--- config.mk ---
export PLATFORM = sky130hd
export DESIGN_NAME = mem_wb_buffer
export DESIGN_NICKNAME = d
export VERILOG_FILES = /design/src/rtl/cpu_types_pkg.sv /design/src/rtl/mem_wb_slot.sv /design/src/rtl/mem_wb_buffer.sv
export SDC_FILE = /design/constraint.sdc
export NUM_CORES = 1
export LEC_CHECK = 0
export BUFFER_PORTS_ARGS = -buffer_cell sky130_fd_sc_hd__buf_2
export CAP_MARGIN = 30
export CORE_AREA = 2 2 141 109
export CTS_CLUSTER_DIAMETER = 80
export DETAILED_ROUTE_END_ITERATION = 10
export DIE_AREA = 0 0 143 111
export GPL_TIMING_DRIVEN = 1
export PLACE_DENSITY = 0.77
export SETUP_SLACK_MARGIN = 0.15
export SLEW_MARGIN = 20
export SYNTH_ARGS = -nofsm -noshare
export SYNTH_HDL_FRONTEND = slang
export SYNTH_SLANG_ARGS = --single-unit
--- constraint.sdc ---
create_clock -name CLK -period 2.45 [get_ports CLK]
set_input_delay 0.1225 -clock CLK [delete_from_list [all_inputs] [get_ports CLK]]
set_output_delay 0.1225 -clock CLK [all_outputs]
set_load 0.02 [all_outputs]
--- src/rtl/cpu_types_pkg.sv ---
// Shared CPU types for the memory/writeback boundary: opcode encoding and the
// queued MEM/WB entry layout at the default datapath widths.
package cpu_types_pkg;

  localparam int WORD_W   = 32;
  localparam int REGSEL_W = 5;

  typedef enum logic [5:0] {
    OP_NOP   = 6'h00,
    OP_ALU   = 6'h01,
    OP_ALUI  = 6'h02,
    OP_LOAD  = 6'h03,
    OP_STORE = 6'h04,
    OP_BR    = 6'h05,
    OP_JMP   = 6'h06,
    OP_HALT  = 6'h3f
  } opcode_t;

  typedef struct packed {
    logic [WORD_W-1:0]   dload;
    logic [WORD_W-1:0]   alu;
    logic                reg_wr;
    logic [REGSEL_W-1:0] wsel;
    logic                write_sig;
    logic                halt;
    opcode_t             opcode;
  } memwb_entry_t;

endpackage

--- src/rtl/mem_wb_slot.sv ---
// One MEM/WB queue entry: registered payload plus an occupancy bit.
// clr (flush) overrides a write; the controller never writes and reads one slot together.
module mem_wb_slot
  import cpu_types_pkg::*;
#(
  parameter int DATA_W = 32,
  parameter int REG_W  = 5
) (
  input  logic              CLK,
  input  logic              RST,
  input  logic              clr,
  input  logic              wr_en,
  input  logic              rd_en,
  input  logic [DATA_W-1:0] dload_in,
  input  logic [DATA_W-1:0] alu_in,
  input  logic              reg_wr_in,
  input  logic [REG_W-1:0]  wsel_in,
  input  logic              write_sig_in,
  input  logic              halt_in,
  input  opcode_t           opcode_in,
  output logic              valid,
  output logic [DATA_W-1:0] dload,
  output logic [DATA_W-1:0] alu,
  output logic              reg_wr,
  output logic [REG_W-1:0]  wsel,
  output logic              write_sig,
  output logic              halt,
  output opcode_t           opcode
);

  localparam int PW = 2 * DATA_W + REG_W + 3 + 6;

  logic          valid_q, valid_d;
  logic [PW-1:0] payload_q, payload_d;

  always_comb begin
    valid_d   = valid_q;
    payload_d = payload_q;
    if (clr) begin
      valid_d = 1'b0;
    end else if (wr_en) begin
      valid_d   = 1'b1;
      payload_d = {dload_in, alu_in, reg_wr_in, wsel_in, write_sig_in, halt_in, 6'(opcode_in)};
    end else if (rd_en) begin
      valid_d = 1'b0;
    end
  end

  always_ff @(posedge CLK) begin
    if (RST) begin
      valid_q   <= 1'b0;
      payload_q <= '0;
    end else begin
      valid_q   <= valid_d;
      payload_q <= payload_d;
    end
  end

  assign valid = valid_q;
  assign {dload, alu, reg_wr, wsel, write_sig, halt} = payload_q[PW-1:6];
  assign opcode = opcode_t'(payload_q[5:0]);

endmodule

--- src/rtl/mem_wb_buffer.sv ---
// Elastic MEM/WB queue: DEPTH slots in a circular buffer with valid/ready, flush and halt lock.
// Define MEMWB_FWD_EN to add the youngest-writer forwarding outputs (fwd_valid/fwd_sel/fwd_data).
module mem_wb_buffer
  import cpu_types_pkg::*;
#(
  parameter int DATA_W = 32,
  parameter int REG_W  = 5,
  parameter int DEPTH  = 2
) (
  input  logic                       CLK,
  input  logic                       RST,
  input  logic                       flush,
  input  logic                       in_valid,
  output logic                       in_ready,
  input  logic [DATA_W-1:0]          dloadi,
  input  logic [DATA_W-1:0]          alui,
  input  logic                       reg_wri,
  input  logic [REG_W-1:0]           wseli,
  input  logic                       write_sigi,
  input  logic                       halti,
  input  opcode_t                    opcodei,
  output logic                       out_valid,
  input  logic                       out_ready,
  output logic [DATA_W-1:0]          dloado,
  output logic [DATA_W-1:0]          aluo,
  output logic                       reg_wro,
  output logic [REG_W-1:0]           wselo,
  output logic                       write_sigo,
  output logic                       halto,
  output opcode_t                    opcodeo,
  output logic [DATA_W-1:0]          wdat,
  output logic [$clog2(DEPTH+1)-1:0] count,
`ifdef MEMWB_FWD_EN
  output logic                       fwd_valid,
  output logic [REG_W-1:0]           fwd_sel,
  output logic [DATA_W-1:0]          fwd_data,
`endif
  output logic                       halted
);

  localparam int CNT_W = $clog2(DEPTH + 1);
  localparam int PTR_W = (DEPTH > 1) ? $clog2(DEPTH) : 1;

  logic [PTR_W-1:0] head_q, head_d, tail_q, tail_d;
  logic [CNT_W-1:0] count_q, count_d;
  logic             halted_q, halted_d;
  logic             push, pop;

  logic              s_valid     [DEPTH];
  logic [DATA_W-1:0] s_dload     [DEPTH];
  logic [DATA_W-1:0] s_alu       [DEPTH];
  logic              s_reg_wr    [DEPTH];
  logic [REG_W-1:0]  s_wsel      [DEPTH];
  logic              s_write_sig [DEPTH];
  logic              s_halt      [DEPTH];
  opcode_t           s_opcode    [DEPTH];

  function automatic logic [PTR_W-1:0] ptr_inc(input logic [PTR_W-1:0] p);
    return (p == PTR_W'(DEPTH - 1)) ? '0 : p + PTR_W'(1);
  endfunction

  // in_ready depends only on state, so a full queue refuses a push even while popping.
  assign in_ready  = (count_q < CNT_W'(DEPTH)) && !halted_q;
  assign out_valid = s_valid[head_q];
  assign push      = in_valid && in_ready;
  assign pop       = out_valid && out_ready;

  always_comb begin
    head_d   = head_q;
    tail_d   = tail_q;
    count_d  = count_q;
    halted_d = halted_q;
    if (flush) begin
      head_d   = '0;
      tail_d   = '0;
      count_d  = '0;
      halted_d = 1'b0;
    end else begin
      if (push) tail_d = ptr_inc(tail_q);
      if (pop)  head_d = ptr_inc(head_q);
      count_d = count_q + CNT_W'(push) - CNT_W'(pop);
      if (push && halti) halted_d = 1'b1;
    end
  end

  always_ff @(posedge CLK) begin
    if (RST) begin
      head_q   <= '0;
      tail_q   <= '0;
      count_q  <= '0;
      halted_q <= 1'b0;
    end else begin
      head_q   <= head_d;
      tail_q   <= tail_d;
      count_q  <= count_d;
      halted_q <= halted_d;
    end
  end

  for (genvar gi = 0; gi < DEPTH; gi++) begin : g_slot
    mem_wb_slot #(.DATA_W(DATA_W), .REG_W(REG_W)) u_slot (
      .CLK          (CLK),
      .RST          (RST),
      .clr          (flush),
      .wr_en        (push && !flush && (tail_q == PTR_W'(gi))),
      .rd_en        (pop && !flush && (head_q == PTR_W'(gi))),
      .dload_in     (dloadi),
      .alu_in       (alui),
      .reg_wr_in    (reg_wri),
      .wsel_in      (wseli),
      .write_sig_in (write_sigi),
      .halt_in      (halti),
      .opcode_in    (opcodei),
      .valid        (s_valid[gi]),
      .dload        (s_dload[gi]),
      .alu          (s_alu[gi]),
      .reg_wr       (s_reg_wr[gi]),
      .wsel         (s_wsel[gi]),
      .write_sig    (s_write_sig[gi]),
      .halt         (s_halt[gi]),
      .opcode       (s_opcode[gi])
    );
  end

  // An empty queue presents a bubble: every head field reads zero.
  assign dloado     = out_valid ? s_dload[head_q]     : '0;
  assign aluo       = out_valid ? s_alu[head_q]       : '0;
  assign reg_wro    = out_valid && s_reg_wr[head_q];
  assign wselo      = out_valid ? s_wsel[head_q]      : '0;
  assign write_sigo = out_valid && s_write_sig[head_q];
  assign halto      = out_valid && s_halt[head_q];
  assign opcodeo    = out_valid ? s_opcode[head_q]    : OP_NOP;
  assign wdat       = write_sigo ? dloado : aluo;
  assign count      = count_q;
  assign halted     = halted_q;

`ifdef MEMWB_FWD_EN
  logic [PTR_W-1:0] fwd_idx;
  int               fwd_pos;
  logic             fwd_found;

  // Walk from the newest slot (tail-1) toward the oldest; the first writer wins.
  always_comb begin
    fwd_valid = 1'b0;
    fwd_sel   = '0;
    fwd_data  = '0;
    fwd_found = 1'b0;
    fwd_pos   = 0;
    fwd_idx   = '0;
    for (int k = 0; k < DEPTH; k++) begin
      fwd_pos = int'(tail_q) + DEPTH - 1 - k;
      if (fwd_pos >= DEPTH) fwd_pos = fwd_pos - DEPTH;
      fwd_idx = PTR_W'(fwd_pos);
      if (!fwd_found && s_valid[fwd_idx] && s_reg_wr[fwd_idx]) begin
        fwd_found = 1'b1;
        fwd_sel   = s_wsel[fwd_idx];
        fwd_data  = s_write_sig[fwd_idx] ? s_dload[fwd_idx] : s_alu[fwd_idx];
        fwd_valid = (s_wsel[fwd_idx] != '0);
      end
    end
  end
`endif

endmodule
==> flow_summary_export.csv, run 1 <==
group,metric,value,unit
run_status,status,"complete, no violations",
synth,netlist_instances,906,
drt,detail_route.iter0.violations,950,
critical_path,reg2regPathDepth,4,
sta,slew_headroom,35.75,%
power_and_ir_drop,leakage,3.910,nW
cts,cts_root_buf,"clkbuf_16",
synth,syn_nets,990,
critical_path,path_max_fanout,10,
grt,grt_pass1_vias,6810,
sta,max_freq,455.4,MHz
worst_hold_path,hp-class,"primary input to register",
synth,synth.top_cell.area_share,43.24,%
sta,clock_skew,10.67,ps
grt,grt_max_degree,159,
grt,track_usage,28.53,%
drt,wl_met1,10380,um
critical_path,critPathCaptureType,"primary output",
cts,cts_tree,"yes",
die,die_area,0.01587,mm^2
sta,tns,0,ps
grt,overflow,0,
critical_path,crit_cells,5,
drt,vias,7753,
cts,cts_buffers,17,
sta,fin_crit_sh,89.62,%
drt,avgViaCountPerCell,5.807,
die,num_io_pins,198,
final_layout,fin_nets,1198,
critical_path,slowest_stage,"dfxtp_2",
sta,fin_crit,2196,ps
critical_path,path_cells,"buf_6, mux2i_4, buf_4, mux2_2, buf_2",
sta,setup_violations,0,
synth,yosysWarnings,0,
cts,clk_latency,430,ps
run,drv_cap,0,
synth,synth_cell_types,33,
synth,ys_ff_latch,163,
grt,antenna_found_initial,4,
synth,syn_avg_cell_area,8.329,um^2
cts,htreeDepth,4,
sta,hold_ws,11.65,ps
critical_path,cp-start-kind,"register",
power_and_ir_drop,power,6.120,mW
critical_path,r2r_slack,490,ps
die,start_util,51.38,%
drt,drtAntennaViolNets,0,
synth,synth_async_sr_flop_share,0,%
synth,synthesis.area,0.007546,mm^2
final_layout,drive_gt1_share,26.18,%
synth,synth_edf_count,0,
sta,worstMarginPinSlew,963.8,ps
critical_path,cp-endpoint,"wdat[3]",
sta,finalMaxSlewViolations,0,
drt,dr.max_layer_used,"met5",
die,placementRows,39,
sta,rsz0062_at_grt,"false",
die,coreArea,0.01469,mm^2
drt,totalWireLength,23480,um
cts,clock-sinks,163,
placement,dp_hpwl,13600,um
critical_path,startpoint,"head_q",
sta,hold_viol_final,0,
critical_path,critPathTopFamily,"multiplexers",
synth,yosysTopAreaCell,"dfxtp_1",
critical_path,regToRegEndpoint,"g_slot[0].u_slot.payload_q[3]",
placement,io_buffer_count,197,
drt,drtPass1Iterations,5,
drt,wl_per_cell,17.59,um
drt,wl_met2,10320,um
die,die_w,143,um
critical_path,cp.arrival,2070,ps
drt,wl_met3,2317,um
cts,clk_pin_slew_worst_paths,70,ps
critical_path,r2r-start,"halted",
power_and_ir_drop,ir_worst_vdd,503.1,uV
synth,synth_area_leaders,"dfxtp_1, a21oi_1, nand3_1",
power_and_ir_drop,p_per_area,615.6,mW/mm^2
synth,synth_seq_area_share,43.24,%
synth,synth_ff_type,"dfxtp_1",
final_layout,synthToLayoutAreaGrowth,31.74,%
critical_path,path_buf_inv,3,
critical_path,max_stage_delay,420,ps
die,fp.dieH,111,um
critical_path,path_class,"register to primary output",
critical_path,critPathRequiredTime,2330,ps
placement,gp_congestion,0.7985,
grt,grt_pass1_wl,36360,um
cts,clock_path_buffers,2,
drt,drc_errors,0,
[worst min path at each step]
stage | startpoint | to | slack [ps] | cells after the start
final | halti | g_slot[1].u_slot.payload_q[6] | 10 | 3
after global routing | halti | g_slot[0].u_slot.payload_q[6] | 3 | 3
after detailed placement | out_ready | head_q | 380 | 2
after CTS | halti | g_slot[1].u_slot.payload_q[6] | 3 | 3
after floorplan | out_ready | head_q | 220 | 1
after global placement | out_ready | head_q | 380 | 2
[flip-flops by register name, indices dropped and copies added (netlist names)]
| register | count |
|---|---|
| g_slot.u_slot.payload_q | 156 |
| count | 2 |
| g_slot.u_slot.valid | 2 |
| halted | 1 |
| head_q | 1 |
| tail_q | 1 |
[through the flow]
step | area, um^2 | worst slack (ps) | util, % | cells
2_1_floorplan | 7546 | 632.5 | - | 906
3_3_place_gp | 8503 | 355.5 | 57.89 | 1219
3_5_place_dp | 8503 | 268.4 | 57.89 | 1219
4_1_cts | 9886 | 173.8 | 67.31 | 1331
5_1_grt | 9936 | 187.9 | 67.65 | 1333
6_report | 9941 | 254.3 | 67.68 | 1335
[kinds of logic after synthesis]
family	after synthesis	synth area share, %
compound gates	382	28.60
xor+xnor	3	0.3483
fa+ha+maj	1	0.1658
buf+inv	111	7.677
flops	163	43.24
mux	47	6.765
simple gates	199	13.20
[layout by cell type (no fill, tap or decap), types with 2 or more instances in the layout]
master / n
a21oi_1: 158
clkinv_4: 3
buf_2: 196
nand2_1: 11
o21ai_1: 107
o21ai_0: 50
nor2_1: 21
nor2b_4: 2
buf_6: 2
clkinvlp_4: 3
clkbuf_16: 18
buf_4: 9
xnor2_1: 2
o2bb2ai_1: 10
diode_2: 3
dlygate4sd3_1: 78
dfxtp_1: 161
mux2_2: 32
buf_12: 9
inv_6: 6
a22o_1: 52
nand3_1: 157
mux2i_1: 13
inv_1: 3
a22oi_1: 2
[power breakdown]
group	switching, mW	internal [mW]	total, mW	leakage [nW]
Clock	1.17	1.43	2.60	0.274
Sequential	0.0454	2.74	2.78	1.32
Combinational	0.448	0.292	0.740	2.31
Total	1.67	4.45	6.12	3.91
[Yosys cell counts, types with 2 or more instances]
master and instances:
nand2_1 11, a22oi_1 2, a22o_1 53, dfxtp_1 163
xnor2_1 2, inv_1 3, clkbuf_1 37, buf_1 20
buf_2 34, mux2_2 32, buf_6 16, o21ai_0 50
mux2i_1 15, o21ai_1 107, nor2_1 21, a21oi_1 158
nand3_1 157, o2bb2ai_1 10
[layout make-up]
class	count	area [um^2]
fillers	1239	4747
multi-input cells	633	3761
flip-flops and latches	163	3268
repair buffers	295	2057
clock buffers	17	425.4
well taps	205	256.5
clock inverters	15	147.6
inverters	4	17.52
diodes	3	7.507
[routing by layer]
metal | up-vias | track usage (%)
met4 | 2 | 8.911
met1 | 3627 | 41.18
met3 | 45 | 8.942
met2 | 342 | 40.48
li1 | 3737 | -
met5 | - | 0
[what timing repair did]
action / 4_1_cts / 5_1_grt
pin swaps: 0 / 0
endpoints found under the setup margin: 46 / 25
gates cloned: 1 / 1
setup buffers: 1 / 0
hold buffers: 78 / 0
hold endpoints to repair: 154 / 0
gates resized for setup: 3 / 5
[worst min-delay path, cell delays in order]
cell     delay (ps)
buf_2           140
nand3_1          80
a21oi_1          50
Power figures use the tool's default switching activity.
==> run 2, diff against run 1 <==
Settings changed: ABC_AREA from default to 1, CORE_AREA 2 2 141 109 to 2 2 142 109, DIE_AREA 0 0 143 111 to 0 0 144 111, PLACE_DENSITY 0.77 to 0.79.
Clock period 2.45 ns to 2.7 ns, I/O delays scaled along.
==> flow_summary_export.csv, run 2 <==
group,metric,value,unit
run_status,status,"complete, no violations",
critical_path,path_max_fanout,80,
power_and_ir_drop,ir_worst_vdd,471.5,uV
power_and_ir_drop,combPwrFrac,12.6,%
run,drv_cap,0,
grt,grt_max_degree,93,
final_layout,regMostFlops,"g_slot.u_slot.payload_q",
grt,grt_pass1_vias,7629,
synth,netlist_instances,1290,
sta,tns,0,ps
drt,totalWireLength,23680,um
critical_path,critPathRequiredTime,2570,ps
synth,syn_nets,1374,
die,fp.dieH,111,um
placement,placed_area,0.008899,mm^2
synth,synth_seq_area_share,41.21,%
synth,syn_avg_cell_area,6.138,um^2
cts,cts_root_buf,"clkbuf_16",
sta,fin_ws,342.7,ps
die,coreArea,0.01479,mm^2
cts,clk_latency,440,ps
critical_path,path_class,"register to primary output",
placement,dp_hpwl,15120,um
power_and_ir_drop,p_per_area,556.4,mW/mm^2
drt,drc_errors,0,
final_layout,largest_reg_flops,156,
sta,worstMarginPinSlew,796.6,ps
final_layout,drive_gt1_share,16.43,%
cts,clock-sinks,163,
final_layout,final_area,0.01030,mm^2
placement,gp_congestion,0.9115,
die,num_io_pins,198,
power_and_ir_drop,switching_power,1.529,mW
sta,slew_headroom,46.89,%
cts,cts_buffers,17,
sta,max_freq,424.2,MHz
cts,postCtsSetupBuffers,0,
synth,synth_ff_type,"dfxtp_1",
placement,dp_cells,1622,
power_and_ir_drop,power.clock.fraction,42.7,%
die,die_w,144,um
worst_hold_path,hp-class,"primary input to register",
cts,clock_path_buffers,2,
critical_path,critPathCaptureType,"primary output",
placement,dp_slack,688.2,ps
drt,drtPass1Iterations,5,
power_and_ir_drop,intPower,4.200,mW
cts,clk_pin_slew_worst_paths,70,ps
synth,synthesis.area,0.007918,mm^2
final_layout,synthToLayoutAreaGrowth,30.04,%
die,placementRows,39,
grt,grt_pass1_wl,37520,um
synth,synth_area_leaders,"dfxtp_1, nand2_1, nor2_1",
drt,wl_per_cell,13.65,um
power_and_ir_drop,switching_share,26.69,%
synth,synth_common_cells,"nand2_1, nor2_1, inv_1",
die,start_util,53.55,%
drt,detail_route.iter0.violations,781,
drt,avgViaCountPerCell,4.876,
synth,yosysWarnings,0,
final_layout,layout_common_cells,"nand2_1, nor2_1, buf_2",
synth,ys_ff_latch,163,
final_layout,fin_nets,1599,
synth,synth_edf_count,0,
sta,finalMaxSlewViolations,0,
sta,hold_viol_final,0,
synth,synth.top_cell.area_share,41.21,%
power_and_ir_drop,seq_power_share,44.7,%
die,die_area,0.01598,mm^2
placement,io_buffer_count,197,
critical_path,cp.arrival,2220,ps
critical_path,cp-start-kind,"register",
synth,synth.most_common_cell,"nand2_1",
sta,rsz0062_at_grt,"false",
cts,htreeDepth,4,
synth,synth_cell_types,23,
grt,track_usage,29.77,%
drt,drtAntennaViolNets,0,
final_layout,final_cell_count_no_fill,1735,
grt,overflow,0,
drt,vias,8459,
synth,yosysTopAreaCell,"dfxtp_1",
sta,fin_crit_sh,87.31,%
grt,antenna_found_initial,2,
sta,fin_crit,2357,ps
synth,synth_async_sr_flop_share,0,%
final_layout,layout_commonest_cell,"nand2_1",
power_and_ir_drop,leakage,5.790,nW
sta,clock_skew,11.43,ps
sta,setup_violations,0,
cts,cts_tree,"yes",
run 2: final cells by class:
cell class,instances,area [um^2]
Antenna cell,2,5.005
Clock buffer,18,439.2
Clock inverter,14,153.9
Fill cell,1311,4489
Inverter,167,629.4
Multi-Input combinational cell,878,3600
Sequential cell,163,3267
Tap cell,205,256.5
Timing Repair Buffer,288,1946
run 2: final timing paths:
| check | from | end | slack, ps | cells after the start |
|---|---|---|---|---|
| worst min register to register | g_slot[0].u_slot.payload_q[71] | g_slot[0].u_slot.payload_q[71] | 510 | 4 |
| worst min-delay path | alui[6] | g_slot[0].u_slot.payload_q[20] | 10 | 3 |
| worst max register to register | head_q | count[1] | 620 | 11 |
| worst max-delay path | head_q | wdat[3] | 340 | 8 |
run 2: metal layers:
layer / routed length [um] / share of wire [%] / global-route usage (%)
met3: 1925 / 8.1 / 6.566
met4: 562 / 2.4 / 10.46
met5: 0 / 0 / 0
met1: 10290 / 43 / 39.69
met2: 10910 / 46 / 47.56
run 2: logic make-up after synthesis:
family	share of synthesized area, %
AOI/OAI and AO/OA	12.29
buffers and inverters	13.42
adders and majority gates	0.1580
DFF	41.21
and+or+nand+nor	32.81
xor gates and xnor gates	0.1106
run 2: power by group through the flow:
stage / clock [mW] / combinational [mW] / sequential (mW)
after floorplan: 0 / 0.419 / 2.61
after global placement: 0 / 0.607 / 2.61
after CTS: 2.45 / 0.713 / 2.56
after global routing: 2.57 / 0.812 / 2.57
after detailed placement: 0 / 0.616 / 2.61
final: 2.45 / 0.723 / 2.56
run 2: through the flow:
step,hold slack [ps],power [mW],utilization [%]
floorplan,269.9,3.026,-
global placement,373.9,3.217,60.18
detailed placement,381.2,3.229,60.18
CTS,11.14,5.724,69.54
global route,26.60,5.956,69.64
finish,12.06,5.729,69.64
run 2: critical path, cell delays in order, from the launching register on:
cell,delay [ps]
dfxtp_4,540
nand2_1,130
nand2_2,140
buf_12,340
nand2_1,110
inv_1,160
nand2_1,70
o21ai_1,80
buf_2,180
run 2: what timing repair did:
item | in CTS | in global routing
endpoints found under the setup margin | 0 | 21
resized for setup | 0 | 2
endpoints found under the hold margin | 155 | 0
hold buffers | 79 | 0
